$ cat src/rtl/security_pkg.sv
// Shared constants, FSM state type and rotate helper
// for the security block's stream cipher.
package security_pkg;

   localparam int          WORD_W    = 32;
   localparam logic [31:0] LFSR_TAPS = 32'h80200003;
   localparam logic [31:0] LFSR_SEED = 32'h00000001;

   typedef enum logic [1:0] {
      IDLE,
      WAIT,
      CAPT,
      OUT
   } state_t;

   function automatic logic [WORD_W-1:0] rotl(
      input logic [WORD_W-1:0] v,
      input int unsigned       n
   );
      logic [2*WORD_W-1:0] d;
      d = {v, v} << (n % WORD_W);
      return d[2*WORD_W-1:WORD_W];
   endfunction

endpackage

$ cat src/rtl/keystream_lfsr.sv
// Galois LFSR keystream generator with seed load
// and single-step advance.
module keystream_lfsr
   import security_pkg::*;
#(
   parameter int                W    = WORD_W,
   parameter logic [W-1:0]      TAPS = LFSR_TAPS,
   parameter logic [W-1:0]      SEED = LFSR_SEED
) (
   input  logic         clk,
   input  logic         rst_n,
   input  logic         load,
   input  logic [W-1:0] seed,
   input  logic         step,
   output logic [W-1:0] value
);

   always_ff @(posedge clk or negedge rst_n) begin
      if (!rst_n) begin
         value <= SEED;
      end else if (load) begin
         // an all-zero state would lock the LFSR
         value <= (seed == '0) ? SEED : seed;
      end else if (step) begin
         value <= value[0] ? ((value >> 1) ^ TAPS)
                           : (value >> 1);
      end
   end

endmodule

$ cat src/rtl/fifo_stream_cipher.sv
// FIFO consumer: pops words, XORs with LFSR keystream,
// rotates and presents them on a valid/ready port.
module fifo_stream_cipher
   import security_pkg::*;
#(
   parameter int                DATA_W       = WORD_W,
   parameter int unsigned       ROT          = 5,
   parameter logic [DATA_W-1:0] TAPS         = LFSR_TAPS,
   parameter logic [DATA_W-1:0] DEFAULT_SEED = LFSR_SEED,
   parameter int                CNT_W        = 16
) (
   input  logic              clk,
   input  logic              rst_n,
   input  logic              key_load,
   input  logic [DATA_W-1:0] key_in,
   input  logic              fifo_empty,
   input  logic [DATA_W-1:0] fifo_data,
   output logic              fifo_rd,
   output logic              out_valid,
   input  logic              out_ready,
   output logic [DATA_W-1:0] out_data,
   output logic              busy,
   output logic [CNT_W-1:0]  word_cnt
);

   state_t            state;
   logic [DATA_W-1:0] ks;
   logic              ks_load;
   logic              ks_step;

   assign ks_load = key_load && (state == IDLE);
   assign ks_step = (state == CAPT);
   assign busy    = (state != IDLE);

   keystream_lfsr #(
      .W    (DATA_W),
      .TAPS (TAPS),
      .SEED (DEFAULT_SEED)
   ) u_lfsr (
      .clk   (clk),
      .rst_n (rst_n),
      .load  (ks_load),
      .seed  (key_in),
      .step  (ks_step),
      .value (ks)
   );

   always_ff @(posedge clk or negedge rst_n) begin
      if (!rst_n) begin
         state     <= IDLE;
         fifo_rd   <= 1'b0;
         out_valid <= 1'b0;
         out_data  <= '0;
         word_cnt  <= '0;
      end else begin
         fifo_rd <= 1'b0;
         unique case (state)
            IDLE: begin
               // key load wins over a pending FIFO word
               if (!key_load && !fifo_empty) begin
                  fifo_rd <= 1'b1;
                  state   <= WAIT;
               end
            end
            WAIT: begin
               state <= CAPT;
            end
            CAPT: begin
               out_data  <= rotl(fifo_data ^ ks, ROT);
               out_valid <= 1'b1;
               state     <= OUT;
            end
            OUT: begin
               if (out_ready) begin
                  out_valid <= 1'b0;
                  word_cnt  <= word_cnt + 1'b1;
                  state     <= IDLE;
               end
            end
            default: begin
               state <= IDLE;
            end
         endcase
      end
   end

endmodule

$ cat config.mk
export PLATFORM = sky130hd
export DESIGN_NAME = fifo_stream_cipher
export DESIGN_NICKNAME = d
export VERILOG_FILES = /design/src/rtl/security_pkg.sv /design/src/rtl/keystream_lfsr.sv /design/src/rtl/fifo_stream_cipher.sv
export SDC_FILE = /design/constraint.sdc
export NUM_CORES = 1
export LEC_CHECK = 0
export ABC_AREA = 1
export CORE_AREA = 2 2 102 104
export DETAILED_ROUTE_END_ITERATION = 7
export DIE_AREA = 0 0 104 106
export PLACE_DENSITY = 0.75
export SYNTH_ARGS = -nofsm -noshare
export SYNTH_HDL_FRONTEND = slang
export SYNTH_SLANG_ARGS = --single-unit
$ cat constraint.sdc
create_clock -name clk -period 1.6 [get_ports clk]
set_input_delay 0.24 -clock clk [delete_from_list [all_inputs] [get_ports clk]]
set_output_delay 0.24 -clock clk [all_outputs]
set_load 0.1 [all_outputs]
== After elaboration in Yosys (flattened, before gate mapping) ==
Index checks and enable logic that the tools add are counted.
Storage, ports and cells
  bits in registers: 84
  bits of input ports: 69
  logic and storage cells: 37
Operators by class
  $add $sub $neg: 1
  eq/ne operators: 5
  muxes and demuxes: 11
  bitwise logic cells: 2
  reduce and logical (&&, ||, !) cells: 12
Operators with widths (number)
  32-bit 2-to-1 mux: 4
  32-bit zero test: 1
  32-bit bitwise XOR: 1
  16-bit by 1-bit adder with 16-bit output, second input constant: 1
  2-bit case mux with 4 select lines: 1
  2-bit AND reduction: 3
  2-bit nonzero test: 3
  2-bit equality test, second input constant: 2
  2-bit 2-to-1 mux: 2
  3-bit NOT with 4-bit output: 1
  1-bit 2-to-1 mux: 3
  2-bit by 1-bit equality test with 1-bit output, second input constant: 1
  1-bit logical AND: 2
  1-bit zero test: 2
  2-bit zero test: 1
  2-bit by 1-bit != test with 1-bit output, second input constant: 1
  2-bit != test, second input constant: 1
  1-bit case mux with 2 select lines: 1

== Depth between registers and ports, before layout ==
  depth after elaboration: 4
  depth in mapped cells: 7
  gate-level depth less buffers: 7

== Cells and area by module ==
A second synthesis with hierarchy kept.
Second synthesis, totals
  cells, all modules: 474
  area, all modules: 4073.9 µm²
Modules (own cells, without submodules)
  fifo_stream_cipher: times used 1, cells each 262, area each 2458.6 µm², sequential area each 1301.2 µm²
  keystream_lfsr: times used 1, cells each 212, area each 1615.3 µm², sequential area each 802.0 µm²

== Least setup slack after synthesis ==
Ideal clock, no wire load.
  path kind: register to register
  from: register word_cnt[1]
  to: register word_cnt[14]
  arrival time: 1.900 ns
  required time: 1.442 ns
  slack: -0.458 ns
  stages on the path, launching flop included: 8
  path buffers: 0
  period minus slack after synthesis: 2.058 ns
  cells stage by stage: dfrtp_1 ha_1 nand2_1 nor2_2 nand3_2 nor2_4 nand2_1 xnor2_1
Between the ends
  word-level cells in the longest chain between the ends: 1
RTL lines
  from (decl): RTL line fifo_stream_cipher.sv:23  | output logic [CNT_W-1:0] word_cnt
  from (signal assigned): RTL line fifo_stream_cipher.sv:76  | word_cnt <= word_cnt + 1'b1;
  16-bit by 1-bit adder with 16-bit output: RTL line fifo_stream_cipher.sv:76
Every way passes these cells.
A chain may end at the register's enable or synchronous reset.

== Final worst setup path ==
  from: register state[1]
  to: output port busy
Between the ends
  word-level cells in the longest chain between the ends: 1
RTL lines
  from (decl): RTL line fifo_stream_cipher.sv:26  | state_t state;
  from (signal assigned): RTL line fifo_stream_cipher.sv:50  | state <= IDLE;
  from (signal assigned): RTL line fifo_stream_cipher.sv:62  | state <= WAIT;
  from (signal assigned): RTL line fifo_stream_cipher.sv:66  | state <= CAPT;
  2-bit nonzero test: RTL line fifo_stream_cipher.sv:33  | assign busy = (state != IDLE);
  to (decl): RTL line fifo_stream_cipher.sv:22  | output logic busy,
Every way passes these cells.

==> flow_summary.toml <==
[run_status]
outcome = "finished, final reports clean"

[pwr]
max-vdd-ir-drop_mv = 1.197
p_seq_frac = 0.286
p_clk_frac = 0.121
power.switching_mw = 7.211
internal-power_mw = 7.414
finalPower_mw = 14.63
switching_share = 0.4931
p_leak_nw = 2.618
powerDensity_nw_per_um2 = 2372
comb_power_share = 0.594

[run]
maxCapViolations = 0

[placed_design]
globalplace.congestion = 0.7571
numPortBuffers = 119
dp_slack_ns = -0.08312
place_area_um2 = 5902
dp_cells = 688
dp_hpwl_um = 7323

[detailed_routing]
drt_iter0_markers = 78
ant_nets = 0
via_count = 3367
wirelength_um = 9702
drtPass1Iterations = 4
drc = 0
viasPerCell = 4.783
wl_per_cell_um = 13.78

[cts]
cts_buffers = 9
cts_sinks = 84
cts_buffer_depth = 2
cts.htree.levels = 3
path_clk_slew_ns = 0.09
cts_tree = "done"
clock_latency_ns = 0.34
cts_root_buffer = "clkbuf_8"

[setup_path]
cp_cell_sequence = "inv_1 -> ha_4 -> inv_1 -> buf_12"
cp-startpoint = "state[1]"
cp.arrival_ns = 1.30
r2r-end = "word_cnt[15]"
critPathMaxFanout = 4
rrSetupSlack_ns = 0.10
required_ns = 1.36
end_kind = "primary output"
r2r_cells = 6
cp_slowest_cell = "dfrtp_1"
worstSetupEndpoint = "busy"
path_class = "flop to primary output"
cp_slowest_stage_delay_ns = 0.39
r2r_start = "state[1]"
worstSetupStartpointType = "flop"
cp_common_cell = "inv_1"

[timing]
tightest_slew_ns = 0.4286
hold_ws_ns = 0.4084
slew_headroom = 0.7113
finalSetupTns_ns = 0
drv_slew = 0
rsz0062_at_grt = "no"
period_share = 0.9649
fin_skew_ns = 0.01206
clock.fmax_mhz = 647.8
hold_violations = 0
post-route-min-period_ns = 1.544
setup_slack_ns = 0.05619
finalSetupViolations = 0

[yosys]
synth-seq-cells = 84
synthMuxAreaShare = 0
synthAdderAreaFrac = 0.01271
synth_top_family_by_area = "simple AND/OR/NAND/NOR gates"
netlist_area_um2 = 3939
synth_edf_count = 0
synth_cell_types = 26
synth-simple-area-share = 0.1731
synth-main-ff-cell = "dfrtp_1"
netlist_instances = 441
async_flop_share = 1.000
postSynthAreaPerCell_um2 = 8.931
synth_compound_area_frac = 0.1328
seq_area_frac_synth = 0.5340
synth_warnings = 0
synth_xor_area_frac = 0.1067
syn_nets = 514

[cells_and_area]
syn_to_final_growth_pct = 56.54
insertedDiodeCount = 0
design_area_um2 = 6166
drive_above_1_share = 0.1866
finish.net_count = 637
final_cells = 704
nFillCells = 813
final_util = 0.6166

[floorplan]
core.rowCount = 37
dieHeight_um = 106
die-area_um2 = 11020
initial_utilization = 0.3939
pin_count = 120
coreArea_um2 = 10000
die_x_um = 104

[global_routing]
grt_usage = 0.1811
grt_max_degree = 52
grt_pass1_wl_um = 16250
overflow = 0
grt_antenna_before_repair = 0
grt_pass1_vias = 3451

[min_path]
hp-class = "primary input to asynchronous set/reset pin"
how the worst min path moves through the flow:
stage                      from         endpoint  depth (start not counted)  slack (ns)
after floorplan           rst_n          fifo_rd                          0       -0.06
after global placement    rst_n     out_data[14]                          2        0.23
after detailed placement  rst_n     out_data[14]                          2        0.23
after CTS                 rst_n     out_data[14]                          3        0.42
after global routing      rst_n     out_data[15]                          3        0.42
final                     rst_n  u_lfsr.value[8]                          3        0.41
area by class of cell:
cell class                 instances  area, um2  share of cell area
clock inverter                     4      98.84             0.01603
inverter                          20      75.07             0.01218
multi-input combinational        317       1708              0.2770
clock buffer                      11      131.4             0.02131
sequential                        84       2130              0.3454
timing repair buffer             132       1853              0.3005
tap                              136      170.2             0.02760
synth_stat cells (all sizes together), types with 4 or more instances:
cell,number,area share
nor2,55,0.057
xor2,6,0.013
buf,8,0.010
o21ai,91,0.12
nor3,4,0.0079
a21oi,5,0.0064
dfrtp,83,0.53
xnor2,42,0.093
inv,20,0.019
clkbuf,12,0.011
nand3,8,0.013
ha,4,0.013
nand2,94,0.090
power by group through the flow:
stage | combinational, mW | sequential [mW] | clock (mW)
final | 8.68 | 4.18 | 1.77
after global routing | 9.21 | 4.30 | 1.89
after CTS | 8.68 | 4.19 | 1.80
after detailed placement | 8.66 | 4.22 | 0
after global placement | 8.49 | 4.18 | 0
after floorplan | 2.32 | 7.20 | 0
cells in the final DEF (no fill, tap or decap), types with 4 or more instances in the layout:
| cell | Yosys | routed |
|---|---|---|
| nand2_1 | 93 | 92 |
| o21ai_0 | 91 | 91 |
| dfrtp_1 | 83 | 70 |
| clkdlybuf4s50_1 | 0 | 67 |
| buf_12 | 0 | 55 |
| nor2_1 | 51 | 51 |
| xnor2_1 | 42 | 42 |
| inv_1 | 19 | 17 |
| clkbuf_8 | 0 | 9 |
| dfrtp_2 | 0 | 9 |
| buf_4 | 0 | 8 |
| nand3_1 | 6 | 6 |
| xor2_1 | 6 | 6 |
| a21oi_1 | 5 | 5 |
| dfrtp_4 | 0 | 4 |
sequential cells by signal, indices dropped and copies added, names as in the netlist:
| name | count |
|---|---|
| out_data | 32 |
| state | 2 |
| word_cnt | 16 |
| fifo_rd | 1 |
| u_lfsr.value | 32 |
| out_valid | 1 |
per-layer routing:
metal / share of wire / global-route usage / routed length (um) / vias to the layer above
met4: 0.0092 / 0.04633 / 89 / 0
li1: - / - / - / 1671
met3: 0.046 / 0.03740 / 451 / 10
met5: 0 / 0 / 0 / -
met1: 0.44 / 0.2316 / 4262 / 1596
met2: 0.50 / 0.3148 / 4898 / 90
worst max-delay path: cells and delay by family, from the launching register on:
kind       cells  cell delay [ns]
fa+ha+maj      1             0.18
buf+inv        3             0.39
flops          1             0.39
kinds of logic after synthesis:
| kind of cell | count (synthesis) |
|---|---|
| DFF | 84 |
| and+or+nand+nor | 163 |
| adders and majority gates | 4 |
| xor gates and xnor gates | 48 |
| AOI/OAI and AO/OA | 102 |
| buffers and inverters | 40 |
what timing repair did:
item | in CTS | in global routing
resized for setup | 0 | 7
endpoints found under the setup margin | 0 | 29
hold buffers | 1 | 0
buffers inserted | 0 | 0
hold endpoints to repair | 83 | 0
No activity file was read; power rests on OpenSTA's default activity.
